$ cat src/rtl/program_loader.sv
// -----------------------------------------------------------------------------
// program_loader
//
// Host-facing byte-stream loader that sits directly upstream of the accelerator
// core. It parses a framed byte stream into writes to the core's instruction
// memory (32-bit words) and data memory (bytes). It can also launch the core.
//
// Frame formats, in the order the bytes arrive:
//   0x01 LOAD_INSTR : addr, count, then count*4 payload bytes. Each word is
//                     big-endian: its first byte lands in wdata[31:24].
//   0x02 LOAD_DATA  : addr, count, then count payload bytes.
//   0x03 START      : no further bytes. Pulses start, then blocks input until
//                     the core reports halted.
// Any other command byte sets the sticky err flag. The byte is consumed and
// parsing carries on as normal.
//
// Ports
//   clk          in   clock
//   rst_n        in   synchronous active-low reset
//   in_data      in   stream byte
//   in_valid     in   in_data valid
//   in_ready     out  loader accepts a byte this cycle (in_valid && in_ready)
//   instr_we     out  one-cycle instruction-memory write strobe
//   instr_addr   out  instruction write address
//   instr_wdata  out  instruction word
//   mem_we       out  one-cycle data-memory write strobe
//   mem_addr     out  data write address
//   mem_wdata    out  data byte
//   start        out  one-cycle run pulse to the core
//   core_halted  in   level, high once the core has executed HALT
//   busy         out  high whenever the parser is not idle
//   err          out  sticky unknown-command flag, cleared only by reset
// -----------------------------------------------------------------------------
module program_loader #(
    parameter int INSTR_DEPTH  = 16,
    parameter int INSTR_ADDR_W = 4,
    parameter int DATA_DEPTH   = 32,
    parameter int DATA_ADDR_W  = 5
) (
    input  logic                    clk,
    input  logic                    rst_n,
    input  logic [7:0]              in_data,
    input  logic                    in_valid,
    output logic                    in_ready,
    output logic                    instr_we,
    output logic [INSTR_ADDR_W-1:0] instr_addr,
    output logic [31:0]             instr_wdata,
    output logic                    mem_we,
    output logic [DATA_ADDR_W-1:0]  mem_addr,
    output logic [7:0]              mem_wdata,
    output logic                    start,
    input  logic                    core_halted,
    output logic                    busy,
    output logic                    err
);

    localparam logic [7:0] CMD_LOAD_INSTR = 8'h01;
    localparam logic [7:0] CMD_LOAD_DATA  = 8'h02;
    localparam logic [7:0] CMD_START      = 8'h03;

    localparam logic [INSTR_ADDR_W-1:0] INSTR_LAST = INSTR_ADDR_W'(INSTR_DEPTH - 1);
    localparam logic [DATA_ADDR_W-1:0]  DATA_LAST  = DATA_ADDR_W'(DATA_DEPTH - 1);

    typedef enum logic [2:0] {
        S_IDLE,
        S_HDR_ADDR,
        S_HDR_CNT,
        S_PAYLOAD,
        S_START_PULSE,
        S_WAIT_DONE
    } state_t;

    // Parser state
    state_t                  state_q;
    state_t                  state_d;
    logic                    is_instr_q;     // frame kind: 1 = LOAD_INSTR, 0 = LOAD_DATA
    logic [INSTR_ADDR_W-1:0] instr_ptr_q;    // address of the next instruction word
    logic [DATA_ADDR_W-1:0]  data_ptr_q;     // address of the next data byte
    logic [7:0]              remaining_q;    // units (words or bytes) still to write
    logic [1:0]              byte_cnt_q;     // byte position within the current word
    logic [23:0]             asm_q;          // first three bytes of the current word

    // Registered outputs
    logic                    in_ready_q;
    logic                    instr_we_q;
    logic [INSTR_ADDR_W-1:0] instr_addr_q;
    logic [31:0]             instr_wdata_q;
    logic                    mem_we_q;
    logic [DATA_ADDR_W-1:0]  mem_addr_q;
    logic [7:0]              mem_wdata_q;
    logic                    start_q;
    logic                    busy_q;
    logic                    err_q;

    // Combinational helpers
    logic                    accept;
    logic                    unit_done;
    logic [INSTR_ADDR_W-1:0] instr_ptr_d;
    logic [DATA_ADDR_W-1:0]  data_ptr_d;
    logic [31:0]             word_d;

    assign accept    = in_valid && in_ready_q;
    // A data byte is a complete unit on its own. An instruction word is
    // complete only on its fourth byte.
    assign unit_done = is_instr_q ? (byte_cnt_q == 2'd3) : 1'b1;
    assign word_d    = {asm_q, in_data};

    // Address pointers wrap to 0 at the end of each memory. With count larger
    // than the depth, later units silently overwrite earlier ones.
    assign instr_ptr_d = (instr_ptr_q == INSTR_LAST) ? '0 : instr_ptr_q + 1'b1;
    assign data_ptr_d  = (data_ptr_q  == DATA_LAST)  ? '0 : data_ptr_q  + 1'b1;

    // Next-state selection. in_ready and busy are registered from state_d, so
    // they line up exactly with the state they describe.
    always_comb begin
        state_d = state_q;
        case (state_q)
            S_IDLE: begin
                if (accept) begin
                    if (in_data == CMD_LOAD_INSTR || in_data == CMD_LOAD_DATA) begin
                        state_d = S_HDR_ADDR;
                    end else if (in_data == CMD_START) begin
                        state_d = S_START_PULSE;
                    end
                end
            end
            S_HDR_ADDR: begin
                if (accept) begin
                    state_d = S_HDR_CNT;
                end
            end
            S_HDR_CNT: begin
                if (accept) begin
                    state_d = (in_data == 8'h00) ? S_IDLE : S_PAYLOAD;
                end
            end
            S_PAYLOAD: begin
                if (accept && unit_done && remaining_q == 8'd1) begin
                    state_d = S_IDLE;
                end
            end
            S_START_PULSE: begin
                state_d = S_WAIT_DONE;
            end
            S_WAIT_DONE: begin
                // core_halted is first sampled one full cycle after the
                // pulse. This gives the core time to clear a stale halt.
                if (core_halted) begin
                    state_d = S_IDLE;
                end
            end
            default: begin
                state_d = S_IDLE;
            end
        endcase
    end

    always_ff @(posedge clk) begin
        if (!rst_n) begin
            state_q       <= S_IDLE;
            is_instr_q    <= 1'b0;
            instr_ptr_q   <= '0;
            data_ptr_q    <= '0;
            remaining_q   <= 8'd0;
            byte_cnt_q    <= 2'd0;
            asm_q         <= 24'd0;
            in_ready_q    <= 1'b1;
            instr_we_q    <= 1'b0;
            instr_addr_q  <= '0;
            instr_wdata_q <= 32'd0;
            mem_we_q      <= 1'b0;
            mem_addr_q    <= '0;
            mem_wdata_q   <= 8'd0;
            start_q       <= 1'b0;
            busy_q        <= 1'b0;
            err_q         <= 1'b0;
        end else begin
            state_q    <= state_d;
            in_ready_q <= (state_d != S_START_PULSE) && (state_d != S_WAIT_DONE);
            busy_q     <= (state_d != S_IDLE);

            // Strobes are single-cycle unless re-asserted below.
            instr_we_q <= 1'b0;
            mem_we_q   <= 1'b0;
            start_q    <= 1'b0;

            case (state_q)
                S_IDLE: begin
                    if (accept) begin
                        case (in_data)
                            CMD_LOAD_INSTR: is_instr_q <= 1'b1;
                            CMD_LOAD_DATA:  is_instr_q <= 1'b0;
                            CMD_START:      start_q    <= 1'b1;
                            default:        err_q      <= 1'b1;
                        endcase
                    end
                end
                S_HDR_ADDR: begin
                    if (accept) begin
                        // Only the low address bits matter. Both pointers are
                        // loaded so the payload step need not re-check the kind.
                        instr_ptr_q <= in_data[INSTR_ADDR_W-1:0];
                        data_ptr_q  <= in_data[DATA_ADDR_W-1:0];
                    end
                end
                S_HDR_CNT: begin
                    if (accept) begin
                        remaining_q <= in_data;
                        byte_cnt_q  <= 2'd0;
                        asm_q       <= 24'd0;
                    end
                end
                S_PAYLOAD: begin
                    if (accept) begin
                        if (is_instr_q) begin
                            if (unit_done) begin
                                instr_we_q    <= 1'b1;
                                instr_addr_q  <= instr_ptr_q;
                                instr_wdata_q <= word_d;
                                instr_ptr_q   <= instr_ptr_d;
                                remaining_q   <= remaining_q - 8'd1;
                                byte_cnt_q    <= 2'd0;
                                asm_q         <= 24'd0;
                            end else begin
                                // Big-endian: earlier bytes shift toward the MSB.
                                asm_q      <= {asm_q[15:0], in_data};
                                byte_cnt_q <= byte_cnt_q + 2'd1;
                            end
                        end else begin
                            mem_we_q    <= 1'b1;
                            mem_addr_q  <= data_ptr_q;
                            mem_wdata_q <= in_data;
                            data_ptr_q  <= data_ptr_d;
                            remaining_q <= remaining_q - 8'd1;
                        end
                    end
                end
                default: begin
                end
            endcase
        end
    end

    assign in_ready    = in_ready_q;
    assign instr_we    = instr_we_q;
    assign instr_addr  = instr_addr_q;
    assign instr_wdata = instr_wdata_q;
    assign mem_we      = mem_we_q;
    assign mem_addr    = mem_addr_q;
    assign mem_wdata   = mem_wdata_q;
    assign start       = start_q;
    assign busy        = busy_q;
    assign err         = err_q;

endmodule
$ cat config.mk
export PLATFORM = sky130hd
export DESIGN_NAME = program_loader
export DESIGN_NICKNAME = d
export VERILOG_FILES = /design/src/rtl/program_loader.sv
export SDC_FILE = /design/constraint.sdc
export NUM_CORES = 1
export LEC_CHECK = 0
export ABC_AREA = 1
export CAP_MARGIN = 20
export CORE_MARGIN = 2
export CORE_UTILIZATION = 60
export DETAILED_ROUTE_END_ITERATION = 10
export DONT_BUFFER_PORTS = 1
export PLACE_DENSITY = 0.8
export SYNTH_ARGS = -nofsm -noshare
export SYNTH_HDL_FRONTEND = slang
export SYNTH_SLANG_ARGS = --single-unit
export TNS_END_PERCENT = 10
$ cat constraint.sdc
create_clock -name clk -period 2.7 [get_ports clk]
set_input_delay 0.27 -clock clk [delete_from_list [all_inputs] [get_ports clk]]
set_output_delay 0.27 -clock clk [all_outputs]
set_load 0.005 [all_outputs]
==> flow_summary.ini, run 1 <==
[clock_tree]
cts_hold_buf = 0
cts_made_buffers = 9
cts_root_buffer = clkbuf_8
post_cts_buffers = 0
cts_tree = yes
cts.sinks = 102
postCtsResizedCells = 0
cts_htree_levels = 3
clockBufferDepth = 2
clock_latency_ns = 0.36
clkSlewWorstSetupHoldPaths_ns = 0.09

[worst_hold_path]
hold_class = primary input to register

[timing]
worst_pin_slew_ns = 0.661
setup_viol = 0
finalCritPeriodShare = 0.801
final.setup.tns_ns = 0
relSlewSlack = 0.558
finClkSkew_ns = 0.00978
slew_viol_final = 0
period_needed_ns = 2.16
finalHoldViolCount = 0
fmax_mhz = 463
worst_slack_ns = 0.538
rsz0062_at_grt = no

[routing]
drc = 0
route.vias.total = 3600
drt_iter0_drc = 194
vias_per_cell = 5.54
postRouteAntennaNets = 0
routedWlPerCell_microns = 14.2
first_pass_iters = 5
wirelength_mm = 9.20

[finish]
layout.cells.non_filler = 650
antenna_cells = 0
final_cell_mix = 102 x dfxtp_1, 90 x a21oi_1, 81 x nand2_1
nets = 568
drive_gt1_frac = 0.0650
final_common_cell = dfxtp_1
fin_area_sq_um = 4450
area_growth_syn_to_layout_pct = 4.49

[yosys]
ys_ff_latch = 102
yosysWarnings = 0
synthCells = 562
syn_nets = 580
synth.distinct_cells = 34
synth_area_sq_um = 4260
synth-seq-area-share = 0.479
syn_avg_cell_area_sq_um = 7.59

[floorplan]
row_count = 30
io_pins = 67
die_w_microns = 88.3
die_h_microns = 88.3
initial_utilization = 0.624
dieArea_sq_um = 7800
core_region_area_sq_um = 6830

[global_routing]
grt_busiest_layer = met2
met3_usage = 0.0588
grt_pass1_vias = 3352
grt_max_degree = 66
overflow = 0
use_met2 = 0.441
grtUsageMet1 = 0.315
antenna_found_initial = 0
track_usage = 0.254
grt_pass1_wl_mm = 15.6

[placement]
dpl.hpwl_mm = 6.35
preCtsSetupSlack_ns = 0.555
placed_cell_area_sq_um = 4280
io_buffers = 0
routabilityCongestion = 0.887
placedCellCount = 635

[power]
vdd_drop_max_mv = 0.278
p_leak_uw = 0.00165
switchingPower_uw = 555
power.internal_uw = 1880
p_sw_frac = 0.228
total_power_uw = 2440
seq_power_share = 0.618
p_clk_frac = 0.357
powerDensity_nw_per_um2 = 548
p_comb_frac = 0.025

[critical_path]
worstPathMaxFanout = 33
required_ns = 2.95
critPathMaxStageDelay_ns = 0.49
cpMostUsedCell = nor2_4
path_cells = inv_2 -> nor2_4 -> nand2_4 -> nor2_4 -> nand3_2 -> buf_4 -> o21ai_0 -> a21oi_1
worst_path_max_delay_cell = nand3_2
critPathKind = register to register
regToRegSetupSlack_ns = 0.54
critPathLaunchType = register
crit_arrival_ns = 2.41
end_kind = register

[flow_run]
maxCapViolCount = 0

[status]
outcome = finished, final reports clean
final cells by class:
type                       count  area [sq um]
fill                         619          2380
tap                           96           120
timing repair buffer           5          50.0
multi-input combinational    362          1800
clock buffer                  11           141
clock inverter                 4          31.3
sequential                   102          2040
inverter                      70           265
cells by family after synthesis:
family                   Yosys count  synth area share
AO/OA/AOI/OAI                    169             0.203
XOR/XNOR                           4           0.00822
AND/OR/NAND/NOR                  183             0.194
buffers and inverters             98            0.0977
adder cells (fa/ha/maj)            6            0.0176
flip-flops                       102             0.479
synth_stat cells, drive strengths merged:
cell | instances | area, sq um
clkbuf | 19 | 83.8
nand4 | 2 | 12.5
nand3 | 37 | 190
nand3b | 1 | 7.51
nor3 | 5 | 41.3
o211ai | 1 | 7.51
xor2 | 2 | 17.5
a21oi | 91 | 467
inv | 70 | 265
o21ai | 74 | 370
buf | 9 | 67.6
nand2 | 84 | 328
ha | 6 | 75.1
nor2 | 54 | 249
o22ai | 1 | 6.26
o31ai | 2 | 15.0
dfxtp | 102 | 2040
xnor2 | 2 | 17.5
stage by stage:
stage	util	hold slack, ns
global placement	0.627	0.369
finish	0.652	0.0156
floorplan	-	0.418
detailed placement	0.627	0.373
global route	0.652	0.00634
CTS	0.652	0.00183
per-layer routing:
metal | part of all wire | wire, microns
met1 | 0.43 | 3980
met2 | 0.50 | 4620
met3 | 0.050 | 460
met4 | 0.016 | 150
met5 | 0 | 0
worst max-delay path, delay by kind of cell (launching register included):
family	cells	cell delay [ns]
simple gates	4	0.93
buf+inv	2	0.48
flops	1	0.40
compound gates	2	0.23
state kept, by name (all words and copies together), names as in the netlist, 4 cells and up:
name         flops
instr_addr       4
mem_wdata        8
mem_addr         5
instr_ptr_q      4
instr_wdata     32
remaining_q      8
data_ptr_q       5
asm_q           24
path summary, 6_finish.rpt:
path,depth (start not counted),from,endpoint
setup / recovery,8,state_q[0],instr_wdata[3]
hold / removal,1,rst_n,in_ready
setup reg to reg,8,state_q[0],instr_wdata[3]
hold reg to reg,2,instr_wdata[27],instr_wdata[27]
power by group through the flow:
stage | combinational, uW | sequential, uW | clock (uW)
after floorplan | 58.3 | 1540 | 0
after global placement | 57.7 | 1540 | 0
after detailed placement | 59.3 | 1540 | 0
after CTS | 59.8 | 1510 | 885
after global routing | 69.9 | 1510 | 936
final | 59.8 | 1510 | 871
No activity file was read; power rests on OpenSTA's default activity.
==> run 2: changes to the inputs <==
- clock period: 2.7 -> 2.2 ns (I/O delays scaled with it)
==> run 2 against run 1 <==
Clock skew decreased by 0.0055 ns. Critical path depth unchanged. Sequential share of layout area decreased by 1.4 points. Die area unchanged. Routed wire length increased by 7.2%. Largest cell class unchanged. Largest power group unchanged.
==> flow_summary.ini, run 2 (synthesis results as in run 1) <==
[routing]
vias_per_cell = 5.51
first_pass_iters = 5
wl_met1_mm = 4.34
routedWlPerCell_microns = 15.0
wirelength_mm = 9.87
wl_met2_mm = 4.79
wl_met3_microns = 561
routed.top_layer = met4
postRouteAntennaNets = 0
drt_iter0_drc = 185
route.vias.total = 3618
drc = 0

[clock_tree]
cts.sinks = 102
clockBufferDepth = 2
clock_latency_ns = 0.35
cts_htree_levels = 3
cts_tree = yes
clkSlewWorstSetupHoldPaths_ns = 0.09
cts_made_buffers = 9
cts_root_buffer = clkbuf_8

[critical_path]
path_cells = inv_2 -> nor2_4 -> nand2_4 -> nor2_8 -> nand2_2 -> inv_1 -> o21ai_0 -> a21oi_1
critPathKind = register to register
crit_arrival_ns = 2.15
worstPathMaxFanout = 21
critPathLaunchType = register
cp_num_buf_inv = 2
cp_top_family = simple AND/OR/NAND/NOR gates
worst_path_max_delay_cell = inv_1
critPathMaxStageDelay_ns = 0.40
required_ns = 2.48
end_kind = register

[timing]
relSlewSlack = 0.564
final.setup.tns_ns = 0
setup_viol = 0
rsz0062_at_grt = no
slew_viol_final = 0
fmax_mhz = 535
finClkSkew_ns = 0.00424
worst_pin_slew_ns = 0.653
period_needed_ns = 1.87
finalCritPeriodShare = 0.849
finalHoldViolCount = 0

[global_routing]
overflow = 0
antenna_found_initial = 0
grt_max_degree = 74
track_usage = 0.261
grt_pass1_wl_mm = 15.7
grt_pass1_vias = 3268

[finish]
final_common_cell = dfxtp_1
drive_gt1_frac = 0.0660
fin_area_sq_um = 4590
largest_register_ffs = 32
fin_util = 0.673
nets = 574
final_cell_mix = 102 x dfxtp_1, 90 x a21oi_1, 81 x nand2_1
layout.cells.non_filler = 657
area_growth_syn_to_layout_pct = 7.78
antenna_cells = 0

[floorplan]
initial_utilization = 0.624
dieArea_sq_um = 7800
die_w_microns = 88.3
row_count = 30
core_region_area_sq_um = 6830
io_pins = 67
die_h_microns = 88.3

[placement]
routabilityCongestion = 0.890
io_buffers = 0
placed_cell_area_sq_um = 4270
placedCellCount = 634
dpl.hpwl_mm = 6.24

[power]
p_leak_uw = 0.00172
powerDensity_nw_per_um2 = 730
vdd_drop_max_mv = 0.485

[worst_hold_path]
hold_class = primary input to register

[status]
outcome = finished, final reports clean

[flow_run]
maxCapViolCount = 0
[run 2: cell count changes in the layout (fill, tap and decap cells not counted)]
cell | before | now
dlygate4sd3_1 | 0 | 6
buf_4 | 4 | 3
bufinv_16 | 0 | 3
clkinvlp_4 | 3 | 0
clkinv_2 | 0 | 1
buf_8 | 0 | 1
[run 2: layout make-up]
| type | count | area, sq um |
|---|---|---|
| Inverter | 70 | 265 |
| Clock buffer | 11 | 141 |
| Timing Repair Buffer | 11 | 118 |
| Clock inverter | 5 | 104 |
| Multi-Input combinational cell | 362 | 1800 |
| Sequential cell | 102 | 2040 |
| Tap cell | 96 | 120 |
| Fill cell | 608 | 2240 |
[run 2: worst register-to-register path, stage by stage, from the launching register on]
cell and delay, ns:
dfxtp_1 0.39, inv_2 0.08, nor2_4 0.12, nand2_4 0.18, nor2_8 0.20, nand2_2 0.12, inv_1 0.40, o21ai_0 0.16
a21oi_1 0.16
[run 2: routing by layer]
metal,vias to the layer above,track usage
met3,19,0.0644
met4,0,0.0771
li1,1830,-
met2,93,0.439
met1,1676,0.333
met5,-,0
[run 2: timing repair]
action | in CTS | in global routing
setup buffers | 0 | 0
hold endpoints to repair | 35 | 5
hold buffers | 5 | 1
resized for setup | 0 | 0
[run 2: worst paths after layout]
path                                      start  slack, ns              end  cells after the start
worst max register to register       state_q[0]       0.33     mem_wdata[5]                      8
worst min-delay path                      rst_n     0.0006   instr_wdata[1]                      2
worst max-delay path                 state_q[0]       0.33     mem_wdata[5]                      8
worst min register to register  instr_wdata[27]       0.46  instr_wdata[27]                      2
[run 2: through the flow]
step	total power, uW	worst slack [ns]	hold slack, ns
after floorplan	1960	0.776	0.368
after global placement	1970	0.538	0.318
after detailed placement	1970	0.362	0.325
after CTS	3370	0.350	0.000237
after global routing	3470	0.103	0.00140
final	3360	0.332	0.000625
[run 2: report_power, final]
| group | internal [uW] | total (uW) | leakage (uW) | switching [uW] |
|---|---|---|---|---|
| logic | 32.5 | 101 | 0.000776 | 69.0 |
| registers | 1850 | 1850 | 0.000821 | 2.73 |
| clock network | 790 | 1400 | 0.000124 | 614 |
| total | 2670 | 3360 | 0.00172 | 685 |
==> run 3: changes to the inputs <==
- CORE_UTILIZATION: 60 -> 56
- PLACE_DENSITY: 0.8 -> 0.78
- clock period: 2.2 -> 1.53 ns (I/O delays scaled with it)
==> run 3 against run 2 <==
Core utilization shrank 0.88 points. Clock power is 15% higher. Via count is 5.5% higher. Flip-flop and latch count stayed put. Routed wire length is 4.4% higher. Clock-buffer cell count grew 1. Sequential power increased by 44%. Worst setup slack got worse by 0.32 ns. Clock skew up 0.011 ns. Hold slack gained 0.042 ns. Critical path type unchanged.
==> flow_summary.ini, run 3 (synthesis results as in run 1) <==
[status]
outcome = finished, final reports clean

[power]
p_leak_uw = 0.00181
vdd_drop_max_mv = 0.606
powerDensity_nw_per_um2 = 913

[timing]
relSlewSlack = 0.665
period_needed_ns = 1.52
rsz0062_at_grt = yes
fmax_mhz = 657
finalCritPeriodShare = 0.995
finClkSkew_ns = 0.0154
final.setup.tns_ns = 0
worst_pin_slew_ns = 0.502
finalHoldViolCount = 0
setup_viol = 0
slew_viol_final = 0

[finish]
final_common_cell = dfxtp_1
drive_gt1_frac = 0.125
largest_register_ffs = 32
final_cell_mix = 100 x dfxtp_1, 89 x a21oi_1, 79 x nand2_1
area_growth_syn_to_layout_pct = 14.1
antenna_cells = 0
nets = 596
layout.cells.non_filler = 682

[critical_path]
end_kind = register
crit_arrival_ns = 1.78
r2r_cells = 9
critPathKind = register to register
worstPathMaxFanout = 3
r2r_start = state_q[2]
regToRegSetupSlack_ns = 0.008
rr_endpoint = busy
required_ns = 1.79
critPathLaunchType = register

[floorplan]
dieArea_sq_um = 8330
io_pins = 67
core_region_area_sq_um = 7330
die_h_microns = 91.2
row_count = 31
die_w_microns = 91.2
initial_utilization = 0.581

[routing]
wirelength_mm = 10.3
drt_iter0_drc = 216
routedWlPerCell_microns = 15.1
first_pass_iters = 5
drc = 0
vias_per_cell = 5.60
postRouteAntennaNets = 0
route.vias.total = 3817

[worst_hold_path]
worstHoldStart = in_data[3]
hold_class = primary input to register
min_path_cells = 2
min_to = mem_wdata[3]

[global_routing]
grt_max_degree = 65
overflow = 0
grt_pass1_wl_mm = 16.6
grt_pass1_vias = 3556
track_usage = 0.250
antenna_found_initial = 0

[clock_tree]
cts_tree = yes
cts_htree_levels = 3
cts_made_buffers = 9
clock_latency_ns = 0.37
clockBufferDepth = 2
clkSlewWorstSetupHoldPaths_ns = 0.10
cts_root_buffer = clkbuf_8
cts.sinks = 102

[placement]
placedCellCount = 653
dpl.hpwl_mm = 6.58
io_buffers = 0
routabilityCongestion = 0.879

[flow_run]
maxCapViolCount = 0
run 3: worst max-delay path by stage:
stage / to / cells after the start / from / slack (ns)
floorplan: asm_q[0] / 9 / state_q[0] / 0.11
finish: busy / 9 / state_q[2] / 0.008
global placement: remaining_q[2] / 7 / state_q[1] / 0.06
global route: asm_q[18] / 8 / state_q[2] / -0.06
CTS: instr_wdata[20] / 7 / byte_cnt_q[0] / 0.03
detailed placement: instr_wdata[20] / 8 / state_q[0] / 0.01
run 3: per-stage QoR:
| step | area [sq um] | hold WS, ns | utilization | setup slack (ns) | total power [uW] |
|---|---|---|---|---|---|
| after floorplan | 4260 | 0.301 | - | 0.106 | 2820 |
| after detailed placement | 4450 | 0.256 | 0.607 | 0.0112 | 2840 |
| after CTS | 4730 | 0.0175 | 0.646 | 0.0314 | 4450 |
| final | 4870 | 0.0425 | 0.664 | 0.00769 | 4440 |
| after global placement | 4450 | 0.254 | 0.607 | 0.0610 | 2830 |
| after global routing | 4870 | 0.0480 | 0.664 | -0.0636 | 4590 |
run 3: what timing repair did:
action / CTS / global route
setup endpoints to repair: 6 / 86
gates resized for setup: 2 / 44
endpoints found under the hold margin: 74 / 0
buffers inserted: 0 / 2
hold buffers: 9 / 0
cloned: 0 / 2
pin swaps: 0 / 4
run 3: power by group:
group          total (uW)  leakage [uW]  switching (uW)  internal (uW)
logic                 178      0.000899             115           62.7
registers            2660      0.000823            4.17           2660
clock network        1610     0.0000930             919            688
run 3: critical path, cell delays in order, from the launching register on:
cell     delay [ns]
dfxtp_1        0.45
inv_2          0.08
nand2_1        0.14
nor2_2         0.07
buf_4          0.13
buf_4          0.13
nand2_1        0.08
nand3_1        0.11
o21ai_1        0.13
nand2_1        0.08
run 3: routing by layer:
layer  wire [microns]  GRT usage  up-vias  part of all wire
met1             4280      0.307     1796              0.42
met3              637     0.0548       27             0.062
met4              335      0.115        0             0.033
li1                 -          -     1872                 -
met5                0          0        -                 0
met2             5050      0.417      122              0.49
run 3: area by class of cell:
cell class              instances  area (sq um)
fillers                       585          2460
flip-flops and latches        102          2050
multi-input cells             363          1860
repair buffers                 32           369
inverters                      70           279
clock buffers                  12           155
well taps                      99           124
clock inverters                 4          30.0
